$ cat src/rtl/pipeline_stall_ctrl.sv
// Central stall/flush sequencer for the 5-stage pipeline (IF/ID, ID/EX, EX/MEM, MEM/WB controls).
// Latency: control outputs are combinational from state + inputs (same cycle); counters/flags registered.
// Backpressure: SRAM busy freezes the whole pipe; taken branch flushes IF/ID+ID/EX; RAW hazard inserts a bubble.
//
// Ports:
//   clk, rst                 - clock, synchronous active-high reset
//   src1/src2, use_src1/two_src           - ID-stage source indices and their use flags
//   exe_dest/exe_wb_en/exe_mem_read       - ID/EX destination, write-back enable, load flag
//   mem_dest/mem_wb_en       - EX/MEM destination and write-back enable
//   branch_taken             - EX-stage branch resolved taken
//   mem_req/mem_ready        - MEM-stage SRAM request and completion
//   freeze_if/flush_if/flush_id/freeze_exe/freeze_mem - pipeline register controls
//   stall_cnt/flush_cnt      - saturating debug counters
//   timeout_err              - sticky SRAM wait timeout flag
// Build option: define FORWARDING_EN when a forwarding unit exists; only load-use hazards then stall.
module pipeline_stall_ctrl #(
  parameter int unsigned MEM_TIMEOUT = 64,
  parameter int unsigned CNT_W       = 16
) (
  input  logic             clk,
  input  logic             rst,
  input  logic [3:0]       src1,
  input  logic [3:0]       src2,
  input  logic             use_src1,
  input  logic             two_src,
  input  logic [3:0]       exe_dest,
  input  logic             exe_wb_en,
  input  logic             exe_mem_read,
  input  logic [3:0]       mem_dest,
  input  logic             mem_wb_en,
  input  logic             branch_taken,
  input  logic             mem_req,
  input  logic             mem_ready,
  output logic             freeze_if,
  output logic             flush_if,
  output logic             flush_id,
  output logic             freeze_exe,
  output logic             freeze_mem,
  output logic [CNT_W-1:0] stall_cnt,
  output logic [CNT_W-1:0] flush_cnt,
  output logic             timeout_err
);

  typedef enum logic {
    RUN      = 1'b0,
    MEM_WAIT = 1'b1
  } state_t;

  // The RUN cycle that enters MEM_WAIT counts as wait cycle 1, so the timeout
  // fires in the MEM_WAIT cycle whose counter is one short of MEM_TIMEOUT.
  localparam logic [15:0] WAIT_LAST = 16'(MEM_TIMEOUT - 1);

  state_t           state_q, state_d;
  logic [15:0]      wait_q, wait_d;
  logic             rel_q, rel_d;     // forced-release cycle after a timeout
  logic [CNT_W-1:0] stall_q, stall_d;
  logic [CNT_W-1:0] flush_q, flush_d;
  logic             err_q, err_d;

  logic match1, match2, hazard, mem_busy, timeout;

`ifdef FORWARDING_EN
  // Forwarding covers everything except a load whose data is not yet read.
  assign match1 = exe_mem_read & exe_wb_en & (src1 == exe_dest);
  assign match2 = exe_mem_read & exe_wb_en & (src2 == exe_dest);
  logic unused_mem_stage;
  assign unused_mem_stage = ^{mem_dest, mem_wb_en};
`else
  assign match1 = (exe_wb_en & (src1 == exe_dest)) | (mem_wb_en & (src1 == mem_dest));
  assign match2 = (exe_wb_en & (src2 == exe_dest)) | (mem_wb_en & (src2 == mem_dest));
  logic unused_load_flag;
  assign unused_load_flag = exe_mem_read;
`endif

  assign hazard = (use_src1 & match1) | (two_src & match2);

  // In MEM_WAIT the SRAM alone decides completion; mem_req is irrelevant there.
  always_comb begin
    mem_busy = 1'b0;
    case (state_q)
      RUN:      mem_busy = mem_req & ~mem_ready & ~rel_q;
      MEM_WAIT: mem_busy = ~mem_ready;
      default:  mem_busy = 1'b0;
    endcase
  end

  assign timeout = (state_q == MEM_WAIT) & ~mem_ready & (wait_q == WAIT_LAST);

  // Priority: memory busy > taken branch > RAW hazard.
  always_comb begin
    freeze_if  = 1'b0;
    flush_if   = 1'b0;
    flush_id   = 1'b0;
    freeze_exe = 1'b0;
    freeze_mem = 1'b0;
    if (!rst) begin
      if (mem_busy) begin
        freeze_if  = 1'b1;
        freeze_exe = 1'b1;
        freeze_mem = 1'b1;
      end else if (branch_taken) begin
        flush_if = 1'b1;
        flush_id = 1'b1;
      end else if (hazard) begin
        freeze_if = 1'b1;
        flush_id  = 1'b1;
      end
    end
  end

  always_comb begin
    state_d = state_q;
    wait_d  = wait_q;
    rel_d   = 1'b0;
    err_d   = err_q | timeout;
    case (state_q)
      RUN: begin
        if (mem_busy) begin
          state_d = MEM_WAIT;
          wait_d  = 16'd1;
        end
      end
      MEM_WAIT: begin
        if (mem_ready) begin
          state_d = RUN;
          wait_d  = 16'd0;
        end else if (timeout) begin
          state_d = RUN;
          wait_d  = 16'd0;
          rel_d   = 1'b1;
        end else begin
          wait_d = wait_q + 16'd1;
        end
      end
      default: begin
        state_d = RUN;
        wait_d  = 16'd0;
      end
    endcase
  end

  // Saturating debug counters; a branch only counts when it actually flushes.
  always_comb begin
    stall_d = stall_q;
    flush_d = flush_q;
    if (freeze_if && (stall_q != {CNT_W{1'b1}})) stall_d = stall_q + CNT_W'(1);
    if (flush_if && (flush_q != {CNT_W{1'b1}})) flush_d = flush_q + CNT_W'(1);
  end

  always_ff @(posedge clk) begin
    if (rst) begin
      state_q <= RUN;
      wait_q  <= 16'd0;
      rel_q   <= 1'b0;
      stall_q <= '0;
      flush_q <= '0;
      err_q   <= 1'b0;
    end else begin
      state_q <= state_d;
      wait_q  <= wait_d;
      rel_q   <= rel_d;
      stall_q <= stall_d;
      flush_q <= flush_d;
      err_q   <= err_d;
    end
  end

  assign stall_cnt   = stall_q;
  assign flush_cnt   = flush_q;
  assign timeout_err = err_q;

endmodule

$ cat config.mk
export PLATFORM = sky130hd
export DESIGN_NAME = pipeline_stall_ctrl
export DESIGN_NICKNAME = d
export VERILOG_FILES = /design/src/rtl/pipeline_stall_ctrl.sv
export SDC_FILE = /design/constraint.sdc
export NUM_CORES = 1
export LEC_CHECK = 0
export ABC_AREA = 1
export CAP_MARGIN = 20
export CORE_UTILIZATION = 50
export DETAILED_ROUTE_END_ITERATION = 12
export GPL_ROUTABILITY_DRIVEN = 0
export PLACE_DENSITY = 0.79
export SLEW_MARGIN = 30
export SYNTH_ARGS = -nofsm -noshare
export SYNTH_HDL_FRONTEND = slang
export SYNTH_SLANG_ARGS = --single-unit
$ cat constraint.sdc
create_clock -name clk -period 2.54 [get_ports clk]
set_clock_uncertainty 0.15 [all_clocks]
set_input_delay 0.254 -clock clk [delete_from_list [all_inputs] [get_ports clk]]
set_output_delay 0.254 -clock clk [all_outputs]
set_load 0.01 [all_outputs]
==> flow_summary.ini <==
[route]
first_pass_iters = 5
via_count = 3085
via_per_inst = 5.18
drc_errors = 0
wirelength_um = 7110
drt_iter0_markers = 140
ant_nets = 0
wl_per_cell_um = 12.0

[pwr]
ir_drop_uv = 422
p_leak_nw = 1.47
power_density_nw_per_um2 = 433

[layout]
n_antenna_cell = 0
fillerInstances = 483
multi_input_area_um2 = 1730
final_layout_size_suffix_gt1_frac = 0.0612
final_common_cell = nand2_1
syn_to_final_growth_pct = 27.5
nets = 551
mostFrequentLayoutCells = nand2_1, clkdlybuf4s50_1, nor2_1, inv_1, dfxtp_1
regArea_um2 = 1020
stdcell_count = 595

[floorplanning]
dieArea_um2 = 6340
die-height_um = 79.6
io_pins = 64
initial_core_util = 0.534
core_area_um2 = 5640
die_x_um = 79.6
row_count = 27

[clocking]
cts.sinks = 51
clock_latency_ps = 310
hold_buffers = 0
cts_made_buffers = 5
cts_tree = done
htreeDepth = 2
post_cts_buffers = 0
path_clk_slew_ps = 80
cts_root_buffer = clkbuf_8
ctsLongestPathBuffers = 2

[yosys]
synth_edf_count = 0
syn_avg_cell_area_um2 = 6.58
yosysTopAreaCell = dfxtp_1
async_flop_share = 0
synth_seq_cells = 51
yosys-top-cells-area = dfxtp_1, nand2_1, nor2_1, inv_1, nand3_1
synth_top_area_share = 0.339
syn_inst = 458
ys_warn_count = 0
syn_nets = 487
synth_ff_type = dfxtp_1
syn_area_um2 = 3010
ys_seq_area_frac = 0.339
yosysUniqueCellTypes = 34

[placed_design]
dp.cells = 587
portBuffers = 62
dpl.hpwl_um = 5270

[run_status]
outcome = complete, no violations

[sta]
timing.final.crit_share = 0.905
tightest_slew_ps = 395
setup_violations = 0
fmax_ghz = 0.435
rsz0062_at_grt = false
finalSetupTns_ps = 0
layout_min_cycle_time_ps = 2300
hold_viol = 0
drv_slew = 0
max_slew_margin = 0.734

[critical_path]
worstPathArrival_ps = 1900
reg2reg_depth = 9
r2r_slack_ps = 410
path_max_fanout = 3
path_class = input port to primary output
worstSetupEndpointType = primary output
cp.required_ps = 2140
critPathLaunchType = input port

[global_routing]
antenna_found_initial = 0
grt_pass1_vias = 2941
grt_pass1_wl_um = 12400
grt_use_total = 0.242
grt_max_degree = 21
grt_overflow = 0

[min_path]
worstHoldPathCells = 1
min_path_type = register to register

[job]
drv_cap = 0
[critical path, cell delays in order]
cell and delay (ps):
clkdlybuf4s50_1 480, inv_2 120, nand2_1 90, nand2_2 120, inv_1 70, nor2_2 100
buf_4 140, clkdlybuf4s50_1 520
[power breakdown]
part	switching (W)	total (W)	internal, W
Combinational	0.000100	0.000185	0.0000847
Clock	0.000270	0.000664	0.000394
Sequential	0.00000988	0.000816	0.000806
Total	0.000381	0.00167	0.00128
[registers in the layout (all words and copies together) (netlist names)]
name,cells
timeout_err,1
flush_cnt,16
wait_q,16
rel_q,1
stall_cnt,16
state_q,1
[metal layers]
metal  vias up  part of all wire  GRT usage
met3         7             0.050     0.0526
met4         0            0.0098      0.100
met1      1389              0.45      0.290
li1       1600                 -          -
met2        89              0.49      0.415
met5         -                 0          0
[metrics by stage]
stage	power [W]	instance area [um2]	hold slack (ps)	worst slack (ps)	utilization
6_report	0.00167	3840	328	241	0.681
4_1_cts	0.00168	3830	334	5.53	0.680
3_3_place_gp	0.00101	3700	303	72.0	0.656
3_5_place_dp	0.00102	3700	314	30.8	0.656
5_1_grt	0.00173	3840	349	138	0.681
2_1_floorplan	0.000934	3010	183	699	-
[cell usage after synthesis, types with 2 or more instances]
cell / count
ha_1: 3
xor2_1: 15
nor2_2: 6
o21ai_0: 13
xnor2_1: 10
nand4_1: 10
nand2_4: 3
nand2_1: 115
buf_2: 3
a21oi_1: 33
clkbuf_1: 3
nand3_1: 38
nand2_2: 3
buf_4: 3
nor4_1: 4
nor2_1: 57
and3_1: 2
o22ai_1: 2
dfxtp_1: 51
nor3b_1: 4
inv_1: 53
inv_2: 2
nor3_1: 14
[repair_timing]
action,4_1_cts,5_1_grt
resized for setup,0,3
endpoints found under the setup margin,0,2
endpoints found under the hold margin,0,0
[path summary, 6_finish.rpt]
| kind | start | endpoint |
|---|---|---|
| max | mem_ready | freeze_exe |
| min | timeout_err$_SDFF_PP0_ | timeout_err$_SDFF_PP0_ |
| max reg2reg | stall_cnt[0]$_SDFFE_PP0P_ | stall_cnt[8]$_SDFFE_PP0P_ |
| min reg2reg | timeout_err$_SDFF_PP0_ | timeout_err$_SDFF_PP0_ |
[area by class of cell]
cell class              count  share of cell area
well taps                  72              0.0234
flip-flops and latches     51               0.266
clock inverters             2              0.0156
repair buffers             67               0.173
clock buffers               6              0.0189
inverters                  55              0.0537
multi-input cells         342               0.450
[cells by family after synthesis]
group,count (synthesis),synth area share
buffers and inverters,65,0.0884
DFF,51,0.339
xor gates and xnor gates,25,0.0726
adders and majority gates,3,0.0125
and+or+nand+nor,263,0.401
AOI/OAI and AO/OA,51,0.0872
(Power assumes the default switching activity.)
